File: src/rtl/mem_arbiter.sv
// Two-requester arbiter (fetch I, load/store D) in front of a single-port RAM with 1-cycle responses.
// Define MEM_ARB_STATS_EN to add the conflict_cnt and i_stall_cnt statistics ports.
module mem_arbiter #(
    parameter int unsigned ARB_MODE   = 0,
    parameter int unsigned STARVE_MAX = 3
) (
    input  logic        clk,
    input  logic        rst,
    input  logic        i_req,
    input  logic [31:0] i_addr,
    output logic        i_gnt,
    output logic        i_rvalid,
    output logic [31:0] i_rdata,
    input  logic        d_req,
    input  logic        d_we,
    input  logic [3:0]  d_be,
    input  logic [31:0] d_addr,
    input  logic [31:0] d_wdata,
    output logic        d_gnt,
    output logic        d_rvalid,
    output logic [31:0] d_rdata,
    output logic        ram_we,
    output logic [3:0]  ram_be,
    output logic [31:0] ram_addr,
    output logic [31:0] ram_wdata,
    input  logic [31:0] ram_rdata
`ifdef MEM_ARB_STATS_EN
    ,
    output logic [31:0] conflict_cnt,
    output logic [31:0] i_stall_cnt
`endif
);

    typedef enum logic {OwnerI, OwnerD} owner_e;

    localparam logic [3:0] StarveMax = 4'(STARVE_MAX);

    owner_e      last_owner_q, last_owner_d;
    logic [3:0]  starve_q, starve_d;
    logic        i_rvalid_q, d_rvalid_q;
    logic [31:0] i_rdata_q, d_rdata_q;

    always_comb begin
        i_gnt = 1'b0;
        d_gnt = 1'b0;
        if (!rst) begin
            if (i_req && d_req) begin
                if (ARB_MODE == 0) begin
                    if (starve_q == StarveMax) i_gnt = 1'b1;
                    else                       d_gnt = 1'b1;
                end else begin
                    if (last_owner_q == OwnerI) d_gnt = 1'b1;
                    else                        i_gnt = 1'b1;
                end
            end else begin
                i_gnt = i_req;
                d_gnt = d_req;
            end
        end
    end

    // RAM port defaults to the fetch address so an idle port still presents i_addr.
    always_comb begin
        ram_addr  = i_addr;
        ram_we    = 1'b0;
        ram_be    = 4'b0000;
        ram_wdata = 32'h0;
        if (d_gnt) begin
            ram_addr  = d_addr;
            ram_we    = d_we;
            ram_be    = d_be;
            ram_wdata = d_wdata;
        end
    end

    always_comb begin
        starve_d     = 4'd0;
        last_owner_d = last_owner_q;
        if (i_req && !i_gnt) begin
            starve_d = (starve_q == StarveMax) ? starve_q : starve_q + 4'd1;
        end
        if (i_gnt)      last_owner_d = OwnerI;
        else if (d_gnt) last_owner_d = OwnerD;
    end

    always_ff @(posedge clk) begin
        if (rst) begin
            starve_q     <= 4'd0;
            last_owner_q <= OwnerI;
            i_rvalid_q   <= 1'b0;
            d_rvalid_q   <= 1'b0;
            i_rdata_q    <= 32'h0;
            d_rdata_q    <= 32'h0;
        end else begin
            starve_q     <= starve_d;
            last_owner_q <= last_owner_d;
            i_rvalid_q   <= i_gnt;
            d_rvalid_q   <= d_gnt;
            if (i_gnt)          i_rdata_q <= ram_rdata;
            if (d_gnt && !d_we) d_rdata_q <= ram_rdata;
        end
    end

    assign i_rvalid = i_rvalid_q;
    assign i_rdata  = i_rdata_q;
    assign d_rvalid = d_rvalid_q;
    assign d_rdata  = d_rdata_q;

`ifdef MEM_ARB_STATS_EN
    logic [31:0] conflict_q, i_stall_q;

    always_ff @(posedge clk) begin
        if (rst) begin
            conflict_q <= 32'h0;
            i_stall_q  <= 32'h0;
        end else begin
            if (i_req && d_req && conflict_q != 32'hFFFF_FFFF) conflict_q <= conflict_q + 32'd1;
            if (i_req && !i_gnt && i_stall_q != 32'hFFFF_FFFF) i_stall_q <= i_stall_q + 32'd1;
        end
    end

    assign conflict_cnt = conflict_q;
    assign i_stall_cnt  = i_stall_q;
`endif

endmodule
File: config.mk
export PLATFORM = sky130hd
export DESIGN_NAME = mem_arbiter
export DESIGN_NICKNAME = d
export VERILOG_FILES = /design/src/rtl/mem_arbiter.sv
export SDC_FILE = /design/constraint.sdc
export NUM_CORES = 1
export LEC_CHECK = 0
export ABC_CLOCK_PERIOD_IN_PS = 3100
export CAP_MARGIN = 20
export CORE_AREA = 2 2 105 107
export CTS_CLUSTER_DIAMETER = 50
export CTS_CLUSTER_SIZE = 40
export DETAILED_ROUTE_END_ITERATION = 8
export DIE_AREA = 0 0 107 109
export DONT_BUFFER_PORTS = 1
export GPL_ROUTABILITY_DRIVEN = 0
export PLACE_DENSITY = 0.54
export SLEW_MARGIN = 15
export SYNTH_ARGS = -nofsm -noshare
export SYNTH_HDL_FRONTEND = slang
export SYNTH_SLANG_ARGS = --single-unit
File: constraint.sdc
create_clock -name clk -period 3.1 [get_ports clk]
set_input_delay 0.31 -clock clk [delete_from_list [all_inputs] [get_ports clk]]
set_output_delay 0.31 -clock clk [all_outputs]
set_load 0.01 [all_outputs]
; ---- Yosys cells after proc, flatten, opt, wreduce, memory -nomap -nowiden
; Index checks and enable logic that the tools add are counted.
[totals]
out_inout_bits = 137
elab_cells = 24
inputBits = 137
ff_bits = 70
[classes]
add_sub_neg = 1
n_mux = 10
bitwise_logic = 1
eq_ne = 1
n_reduce_logical = 6
[ops]
columns = operator, count
row1 = 32-bit 2-to-1 mux, 2
row2 = 1-bit 2-to-1 mux, 7
row3 = "4-bit by 1-bit adder with 4-bit output, second input constant", 1
row4 = "4-bit by 2-bit == test with 1-bit output, second input constant", 1
row5 = 4-bit 2-to-1 mux, 1
row6 = 1-bit logical AND, 3
row7 = 1-bit logical NOT, 2
row8 = 2-bit OR reduction, 1
row9 = 1-bit inverter, 1

; ---- Logic depth before layout (Yosys ltp)
; Gate-level depths: netlist of the first run.
[depth]
ltp_word = 8
depth_mapped = 6
depth_no_buf = 4

; ---- Least setup slack after synthesis of the first run
; OpenSTA, ideal clock, no wires.
[synth_timing]
path_kind = register -> output
from = register starve_q[0]
to = output port ram_addr[28]
arrival_ns = 1.677
stages_incl_launch_ff = 7
t_required_ns = 2.790
n_path_buf = 2
setup_slack_ns = 1.113
path_cell_list = dfxtp_1 ha_1 and4bb_1 buf_2 nor3_4 buf_4 mux2_2
[synth_between]
elab_chain_len = 5
[synth_rtl]
columns = element, line_no
row1 = start: declaration, 39  ; logic [3:0] starve_q, starve_d;
row2 = start signal: assignment, 95  ; starve_q <= starve_d;
row3 = 4-bit by 2-bit == test with 1-bit output, 49  ; if (starve_q == StarveMax) i_gnt = 1'b1;
row4 = 1-bit 2-to-1 mux, 49
row5 = 1-bit 2-to-1 mux, 47  ; if (i_req && d_req) begin
row6 = 1-bit 2-to-1 mux, 46  ; if (!rst) begin
row7 = 32-bit 2-to-1 mux, 68  ; if (d_gnt) begin
row8 = end: declaration, 24  ; output logic [31:0] ram_addr,
; Every way passes these cells.

; ---- Worst setup path after layout of the first run
[layout_timing]
from = register starve_q[0]
to = output port ram_addr[5]
[layout_between]
elab_chain_len = 5
[layout_rtl]
columns = element, line_no
row1 = 4-bit by 2-bit == test with 1-bit output, 49
row2 = 1-bit 2-to-1 mux, 49
row3 = 1-bit 2-to-1 mux, 47
row4 = 1-bit 2-to-1 mux, 46
row5 = net d_gnt, 19  ; output logic d_gnt,
row6 = 32-bit 2-to-1 mux, 68
; The timed path passes the listed nets, and every way through them passes these cells.

==> results of run 1 <==
worst register-to-register path, delay by kind of cell (launching register included):
family	cells	cell delay (ns)
AOI/OAI and AO/OA	1	0.36
buffers and inverters	2	0.61
DFF	1	0.33
adders and majority gates	1	0.24
muxes	1	0.24
and+or+nand+nor	1	0.25
metal layers:
metal | part of all wire (%) | wire length (microns) | up-vias
met1 | 34 | 5120 | 1371
met2 | 47 | 7190 | 169
met4 | 4.6 | 692 | 10
met5 | 0.45 | 68 | -
li1 | - | - | 1342
met3 | 14 | 2130 | 43
power by group:
part / internal (mW) / switching (mW)
registers: 0.943 / 0.0525
logic: 0.0820 / 0.132
clock network: 0.387 / 0.337
total: 1.41 / 0.522
synthesized netlist by cell type, types with 2 or more instances:
cell type  number
nor2_1          5
dfxtp_1        70
buf_4           4
o311ai_0       29
o311ai_1        3
nand2_1        96
buf_6           3
mux2_2         29
nand3_1        33
and2_1         37
buf_2           2
mux2_1          3
clkbuf_1       27
mux2i_1        32
cell families (layout without fill, tap and decap cells):
family	count (synthesis)	after routing	synth area share, %
and+or+nand+nor	178	178	24.4
DFF	70	70	40.6
muxes	64	64	19.7
buffers and inverters	40	26	5.51
AOI/OAI and AO/OA	35	35	8.85
xor gates and xnor gates	2	2	0.508
adders and majority gates	1	1	0.363
other	0	16	0
metrics by stage:
| stage | util (%) | std cells |
|---|---|---|
| final | 35.4 | 532 |
| after global routing | 35.3 | 528 |
| after CTS | 35.0 | 516 |
| after detailed placement | 33.2 | 501 |
| after global placement | 33.2 | 501 |
| after floorplan | - | 390 |
path summary, 6_finish.rpt:
check                    from     endpoint  slack, ns  cells after the start
setup reg to reg  starve_q[0]  i_rdata[24]       1.00                      6
hold / removal            rst     i_rvalid       0.04                      1
hold reg to reg   starve_q[0]  starve_q[0]       0.45                      1
setup / recovery  starve_q[0]  ram_addr[5]       0.48                      5
state kept, by name, summed over array words and instances (netlist names):
name / count
i_rvalid: 1
d_rvalid: 1
starve_q: 4
d_rdata: 32
i_rdata: 32
final cells by class:
class                           count  share of cell area, %
Inverter                            3                  0.300
Clock buffer                       11                   3.77
Multi-Input combinational cell    280                   49.9
Antenna cell                       16                   1.07
Sequential cell                    70                   37.4
Tap cell                          140                   4.67
Clock inverter                      4                   1.27
Timing Repair Buffer                8                   1.60
==> impl_metrics.csv, run 1 <==
group,metric,value,unit
run_status,status,"finished clean",
timing,post-route-period-util,84.5,%
global_routing,grt_max_degree,71,
global_routing,grtUsageMet3,16.0,%
setup_path,crit_type,"register to output pin",
die,rows,38,
die,ios,274,
place,post-place-ws,0.849,ns
worst_hold_path,hp-class,"input port to register",
clock_network,cts_tree,"built",
detailed_routing,wl,15200,microns
flow_run,maxCapViolCount,0,
setup_path,crit_buf_inv,1,
finish,drive_gt1_share,15.4,%
global_routing,use_met2,38.0,%
setup_path,cp-start-kind,"register",
synth,mappedNetlistArea,0.00345,sq mm
synth,seq_area_frac_synth,40.6,%
global_routing,globalRoute.busiestLayer,"met2",
power_and_ir_drop,ir_drop,0.230,mV
clock_network,cts_setup_buffers,0,
global_routing,antenna_found_initial,23,
timing,finalSetupTns,0,ns
global_routing,grt_pass1_vias,2778,
timing,hold_viol,0,
timing,drv_slew,0,
setup_path,cp-end-kind,"output pin",
place,dp_hpwl,12200,microns
timing,worst_pin_slew,0.832,ns
global_routing,gr-usage-met1,24.7,%
timing,setup_slack,0.482,ns
timing,relSlewSlack,44.2,%
setup_path,cp.required,2.79,ns
timing,post-route-min-period,2.62,ns
synth,synth.ff_latch_count,70,
clock_network,clock-sinks,70,
synth,netlist_instances,390,
die,die_area,0.0117,sq mm
power_and_ir_drop,report.power.total,1.93,mW
finish,regArea,0.00140,sq mm
clock_network,cts_root_buf,"clkbuf_8",
synth,synth_area_leaders,"dfxtp_1 41%, nand2_1 10%, mux2_2 9.5%",
setup_path,crit_path_cell_trace,"ha_1, and4bb_1, nor3_4, buf_4, mux2_2",
detailed_routing,drtIter0Drc,186,
setup_path,slowest_stage,"buf_4",
clock_network,htree_levels,3,
die,die_height,109,microns
die,die_x,107,microns
synth,ys_warn_count,0,
finish,num-fill-cells,1115,
timing,setup_viol,0,
clock_network,clockBufferDepth,2,
finish,multi_input_area,0.00187,sq mm
detailed_routing,detail-route-antenna-nets,0,
clock_network,clk-insertion-delay-late,0.34,ns
synth,synth.largest_area_cell,"dfxtp_1",
setup_path,cp_data_arrival_time,2.31,ns
place,place_area,0.00352,sq mm
die,core-area,0.0106,sq mm
detailed_routing,viasPerCell,5.52,
timing,rsz0062_at_grt,"no",
timing,whs,0.0398,ns
finish,layout_commonest_cell,"nand2_1",
clock_network,clkSlewWorstSetupHoldPaths,0.07,ns
place,io_buffers,0,
clock_network,postCtsHoldBufs,0,
setup_path,slowest_delay,0.55,ns
timing,fin_skew,0.00653,ns
finish,final_cell_mix,"96 x nand2_1, 70 x dfxtp_1, 37 x and2_1",
finish,areaGrowthSynthToFinish,8.63,%
global_routing,gr-total-overflow,0,
synth,syn-num-nets,528,
detailed_routing,wire_per_inst,28.6,microns
timing,fmax,382,MHz
synth,synthFlopType,"dfxtp_1",
die,start_util,32.5,%
detailed_routing,vias,2935,
setup_path,critPathTopFamily,"buffers and inverters",
clock_network,post_cts_resize_count,0,
synth,postSynthAreaPerCell,8.85,sq um
synth,yosysTopAreaCellShare,40.6,%
finish,stdcell_area,0.00375,sq mm
detailed_routing,first_pass_iters,4,
detailed_routing,drcViolationCount,0,
synth,async_flop_share,0,%
global_routing,grt_pass1_wl,20100,microns
finish,nets,510,
synth,synth_cell_type_count,31,
power_and_ir_drop,leakage,1.56,nW
clock_network,numCtsBuffers,9,
synth,synth_edf_count,0,
setup_path,critPathMaxFanout,70,
global_routing,gr-usage-all-layers,24.6,%
power_and_ir_drop,powerDensity,516,mW/mm^2
Power figures use the tool's default switching activity.
==> run 2, diff against run 1 <==
--- a/config.mk
+++ b/config.mk
@@ -5,7 +5,7 @@
 export SDC_FILE = /design/constraint.sdc
 export NUM_CORES = 1
 export LEC_CHECK = 0
-export ABC_CLOCK_PERIOD_IN_PS = 3100
+export ABC_CLOCK_PERIOD_IN_PS = 2500
 export CAP_MARGIN = 20
 export CORE_AREA = 2 2 105 107
 export CTS_CLUSTER_DIAMETER = 50
==> constraint.sdc (replaced) <==
create_clock -name clk -period 2.5 [get_ports clk]
set_input_delay 0.25 -clock clk [delete_from_list [all_inputs] [get_ports clk]]
set_output_delay 0.25 -clock clk [all_outputs]
set_load 0.01 [all_outputs]
==> impl_metrics.csv, run 2 (same netlist as run 1, synthesis figures left out) <==
group,metric,value,unit
clock_network,clk-insertion-delay-late,0.35,ns
timing,drv_slew,0,
clock_network,cts_tree,"built",
power_and_ir_drop,ir_drop,0.390,mV
clock_network,clkSlewWorstSetupHoldPaths,0.09,ns
run_status,status,"finished clean",
global_routing,gr-total-overflow,0,
global_routing,use_met2,40.0,%
power_and_ir_drop,report.power.total,2.55,mW
finish,drive_gt1_share,15.4,%
die,core-area,0.0106,sq mm
setup_path,cp.required,2.25,ns
setup_path,r2r_start,"starve_q[0]",
worst_hold_path,hp-class,"input port to register",
finish,areaGrowthSynthToFinish,11.2,%
global_routing,gr-usage-met1,26.0,%
power_and_ir_drop,leakage,1.60,nW
finish,nets,510,
clock_network,clock-sinks,70,
detailed_routing,first_pass_iters,5,
setup_path,r2r_end,"i_rdata[26]",
die,ios,274,
detailed_routing,vias,2947,
setup_path,cp-start-kind,"register",
die,die_height,109,microns
flow_run,maxCapViolCount,0,
die,start_util,32.5,%
global_routing,globalRoute.busiestLayer,"met2",
place,dp_hpwl,12200,microns
timing,relSlewSlack,52.4,%
timing,worst_pin_slew,0.710,ns
finish,regArea,0.00140,sq mm
worst_hold_path,hold-path-endpoint,"d_rdata[31]",
setup_path,cp-end-kind,"output pin",
global_routing,grtUsageMet3,15.6,%
timing,finalSetupTns,0,ns
worst_hold_path,hold_path_depth,2,
global_routing,grt_pass1_vias,2878,
clock_network,numCtsBuffers,9,
finish,final_cell_mix,"96 x nand2_1, 70 x dfxtp_1, 37 x and2_1",
finish,layout_commonest_cell,"nand2_1",
timing,post-route-min-period,2.33,ns
timing,setup_viol,0,
clock_network,post_cts_resize_count,0,
die,die_x,107,microns
timing,fmax,429,MHz
timing,fin_skew,0.0138,ns
power_and_ir_drop,powerDensity,664,mW/mm^2
setup_path,critPathMaxFanout,70,
clock_network,htree_levels,3,
clock_network,clockBufferDepth,2,
detailed_routing,drtIter0Drc,230,
place,place_area,0.00356,sq mm
global_routing,grt_pass1_wl,20700,microns
detailed_routing,drcViolationCount,0,
timing,hold_viol,0,
finish,multi_input_area,0.00187,sq mm
finish,num-fill-cells,1125,
timing,rsz0062_at_grt,"no",
die,die_area,0.0117,sq mm
finish,stdcell_area,0.00384,sq mm
setup_path,r2r_slack,0.59,ns
setup_path,cp_data_arrival_time,2.08,ns
detailed_routing,viasPerCell,5.52,
finish,layout.cells.non_filler,534,
place,io_buffers,0,
global_routing,grt_max_degree,71,
global_routing,gr-usage-all-layers,25.4,%
setup_path,crit_path_start,"starve_q[0]",
timing,post-route-period-util,93.3,%
clock_network,cts_root_buf,"clkbuf_8",
detailed_routing,wire_per_inst,29.2,microns
die,rows,38,
setup_path,crit_type,"register to output pin",
place,place_inst,500,
worst_hold_path,min-delay-start,"ram_rdata[31]",
clock_network,cts_setup_buffers,0,
global_routing,antenna_found_initial,18,
finish,final_core_util,36.2,%
setup_path,reg2reg_depth,6,
detailed_routing,wl,15600,microns
detailed_routing,detail-route-antenna-nets,0,
==> run 2: changes by cell type in the layout (fill, tap and decap cells not counted), sizes merged <==
cell and delta:
dlygate4sd3 +1, bufinv +1, clkinv +1, diode +1
clkinvlp -1, buf -1
==> run 2: worst max path at each step <==
stage / end / slack, ns / depth (start not counted)
5_1_grt: ram_addr[0] / 0.03 / 5
6_report: ram_addr[2] / 0.17 / 5
4_1_cts: ram_addr[3] / 0.18 / 5
3_5_place_dp: ram_addr[3] / 0.56 / 5
3_3_place_gp: ram_addr[5] / 0.61 / 5
2_1_floorplan: ram_addr[28] / 0.57 / 6
==> run 2: metrics by stage <==
| step | worst slack, ns | hold slack (ns) |
|---|---|---|
| floorplan | 0.573 | 0.322 |
| global route | 0.0308 | 0.0120 |
| global placement | 0.607 | 0.329 |
| CTS | 0.175 | 0.00918 |
| finish | 0.167 | 0.0216 |
| detailed placement | 0.559 | 0.336 |
==> run 2: repair_timing <==
action                                  CTS  global route
hold endpoints to repair                  2             0
hold buffers                              1             0
endpoints found under the setup margin    0             0
==> run 2: cell type report <==
class	count	area share, %
multi-input cells	280	48.8
flip-flops and latches	70	36.5
well taps	140	4.56
clock buffers	11	3.68
repair buffers	8	2.93
clock inverters	5	2.15
diodes	17	1.11
inverters	3	0.293
==> run 2: power by group <==
group | switching (mW) | internal, mW
clock | 0.446 | 0.592
sequential | 0.0645 | 1.17
combinational | 0.169 | 0.108
==> run 2: per-layer routing <==
layer	wire length, microns	vias to the layer above
met5	23	-
met4	631	4
met3	2020	30
met2	7530	170
met1	5380	1407
li1	-	1336
==> run 2: worst max-delay path, cell delays in order (launching register included) <==
cell      delay [ns]
dfxtp_1         0.33
ha_1            0.25
and4bb_1        0.26
nor3_4          0.15
buf_12          0.30
mux2_1          0.43
==> run 3, diff against run 2 <==
--- a/config.mk
+++ b/config.mk
@@ -5,7 +5,7 @@
 export SDC_FILE = /design/constraint.sdc
 export NUM_CORES = 1
 export LEC_CHECK = 0
-export ABC_CLOCK_PERIOD_IN_PS = 2500
+export ABC_CLOCK_PERIOD_IN_PS = 1950
 export CAP_MARGIN = 20
 export CORE_AREA = 2 2 105 107
 export CTS_CLUSTER_DIAMETER = 50
@@ -14,7 +14,8 @@
 export DIE_AREA = 0 0 107 109
 export DONT_BUFFER_PORTS = 1
 export GPL_ROUTABILITY_DRIVEN = 0
-export PLACE_DENSITY = 0.54
+export PLACE_DENSITY = 0.55
+export REMOVE_ABC_BUFFERS = 1
 export SLEW_MARGIN = 15
 export SYNTH_ARGS = -nofsm -noshare
 export SYNTH_HDL_FRONTEND = slang
==> constraint.sdc (replaced) <==
create_clock -name clk -period 1.95 [get_ports clk]
set_input_delay 0.195 -clock clk [delete_from_list [all_inputs] [get_ports clk]]
set_output_delay 0.195 -clock clk [all_outputs]
set_load 0.01 [all_outputs]
==> impl_metrics.csv, run 3 (same netlist as run 1, synthesis figures left out) <==
group,metric,value,unit
global_routing,grt_pass1_wl,22900,microns
clock_network,clock-sinks,70,
run_status,status,"finished, violations left",
clock_network,htree_levels,3,
global_routing,gr-usage-all-layers,29.1,%
finish,nets,567,
place,dp_hpwl,13600,microns
die,die_x,107,microns
run_status,violations,"negative setup slack",
setup_path,cp_data_arrival_time,1.98,ns
power_and_ir_drop,leakage,2.08,nW
detailed_routing,drcViolationCount,0,
global_routing,grt_max_degree,68,
setup_path,crit_type,"register to output pin",
setup_path,r2r_start,"starve_q[1]",
place,post-place-ws,0.138,ns
timing,drv_slew,0,
detailed_routing,wl,17900,microns
detailed_routing,vias,3277,
clock_network,cts_tree,"built",
die,core-area,0.0106,sq mm
detailed_routing,wire_per_inst,30.4,microns
die,start_util,32.5,%
setup_path,reg2reg_depth,8,
worst_hold_path,hold-path-endpoint,"d_rdata[2]",
finish,areaGrowthSynthToFinish,37.8,%
timing,finalSetupTns,-12.61,ns
clock_network,clk-insertion-delay-late,0.34,ns
setup_path,r2r_end,"i_rdata[2]",
detailed_routing,drtIter0Drc,388,
timing,hold_viol,0,
detailed_routing,detail-route-antenna-nets,0,
setup_path,r2r_slack,0.15,ns
timing,rsz0062_at_grt,"yes",
detailed_routing,viasPerCell,5.54,
power_and_ir_drop,ir_drop,0.322,mV
worst_hold_path,hold_path_depth,2,
setup_path,cp.required,1.75,ns
global_routing,grt_pass1_vias,3091,
die,die_area,0.0117,sq mm
die,die_height,109,microns
die,rows,38,
global_routing,gr-total-overflow,0,
die,ios,274,
timing,post-route-period-util,111,%
clock_network,cts_root_buf,"clkbuf_8",
finish,layout_commonest_cell,"nand2_1",
timing,setup_viol,71,
finish,num-fill-cells,979,
timing,fmax,460,MHz
clock_network,clkSlewWorstSetupHoldPaths,0.07,ns
timing,relSlewSlack,59.3,%
setup_path,critPathMaxFanout,8,
setup_path,cp-end-kind,"output pin",
finish,final_cell_mix,"96 x nand2_1, 68 x dfxtp_1, 37 x and2_4",
flow_run,maxCapViolCount,0,
clock_network,numCtsBuffers,9,
setup_path,cp-start-kind,"register",
global_routing,antenna_found_initial,24,
worst_hold_path,min-delay-start,"d_we",
power_and_ir_drop,powerDensity,687,mW/mm^2
timing,setup_slack,-0.223,ns
worst_hold_path,hp-class,"input port to register",
detailed_routing,first_pass_iters,5,
place,io_buffers,0,
finish,drive_gt1_share,27.9,%
timing,post-route-min-period,2.17,ns
finish,regArea,0.00140,sq mm
finish,multi_input_area,0.00210,sq mm
timing,worst_pin_slew,0.610,ns
clock_network,clockBufferDepth,2,
timing,fin_skew,0.00593,ns
## run 3: changes by cell type in the layout (fill, tap and decap cells not counted), sizes merged
cell / before / now
clkbuf: 11 / 17
bufinv: 2 / 1
buf: 7 / 29
dlygate4sd3: 1 / 34
clkinv: 3 / 0
## run 3: critical path, stage by stage, from the launching register on
cell and delay (ns):
dfxtp_2 0.34, ha_4 0.16, and4bb_2 0.25, nor3_4 0.21, buf_6 0.16, buf_8 0.12, buf_12 0.11, buf_16 0.12
and2_4 0.17
## run 3: final cells by class
class / instances / area share, %
inverter: 3 / 0.237
clock buffer: 15 / 3.08
tap: 140 / 3.68
timing repair buffer: 65 / 17.8
clock inverter: 1 / 0.632
multi-input combinational: 280 / 44.2
sequential: 70 / 29.5
antenna: 17 / 0.895
## run 3: worst max-delay path by stage
| stage | start | cells past startpoint | end | slack (ns) |
|---|---|---|---|---|
| floorplan | starve_q[0] | 4 | ram_addr[0] | -1.03 |
| finish | starve_q[1] | 8 | ram_wdata[16] | -0.22 |
| global route | starve_q[0] | 8 | ram_wdata[1] | -0.30 |
| detailed placement | starve_q[0] | 6 | i_rdata[2] | 0.14 |
| CTS | starve_q[1] | 6 | i_gnt | -0.19 |
| global placement | starve_q[0] | 5 | ram_addr[15] | 0.17 |
## run 3: layer usage
metal	part of all wire [%]	global-route usage, %	vias to the layer above
li1	-	-	1464
met1	31	27.6	1555
met2	45	42.5	200
met3	20	27.0	40
met4	2.8	14.7	18
met5	0.66	0	-
## run 3: repair_timing
item                                    in CTS  in global routing
hold buffers                                33                  1
endpoints found under the setup margin      71                 71
pin swaps                                   34                  9
resized for setup                           79                 19
endpoints found under the hold margin       65                  1
cloned                                       7                  2
buffers inserted                             8                  2
## run 3: metrics by stage
step | area, sq um | util (%) | std cells | power (mW) | hold slack [ns]
6_report | 4750 | 44.8 | 591 | 3.27 | 0.0402
5_1_grt | 4730 | 44.6 | 580 | 3.39 | 0.0212
4_1_cts | 4600 | 43.4 | 570 | 3.26 | 0.00571
3_5_place_dp | 3620 | 34.1 | 506 | 1.97 | 0.270
3_3_place_gp | 3620 | 34.1 | 506 | 1.95 | 0.270
2_1_floorplan | 3270 | - | 353 | 1.87 | 0.267
## run 3: power by group
group          leakage (nW)  internal [mW]  switching (mW)
Clock                0.0860          0.596           0.510
Combinational          1.42          0.308           0.273
Sequential            0.574           1.50          0.0813
Total                  2.08           2.40           0.864
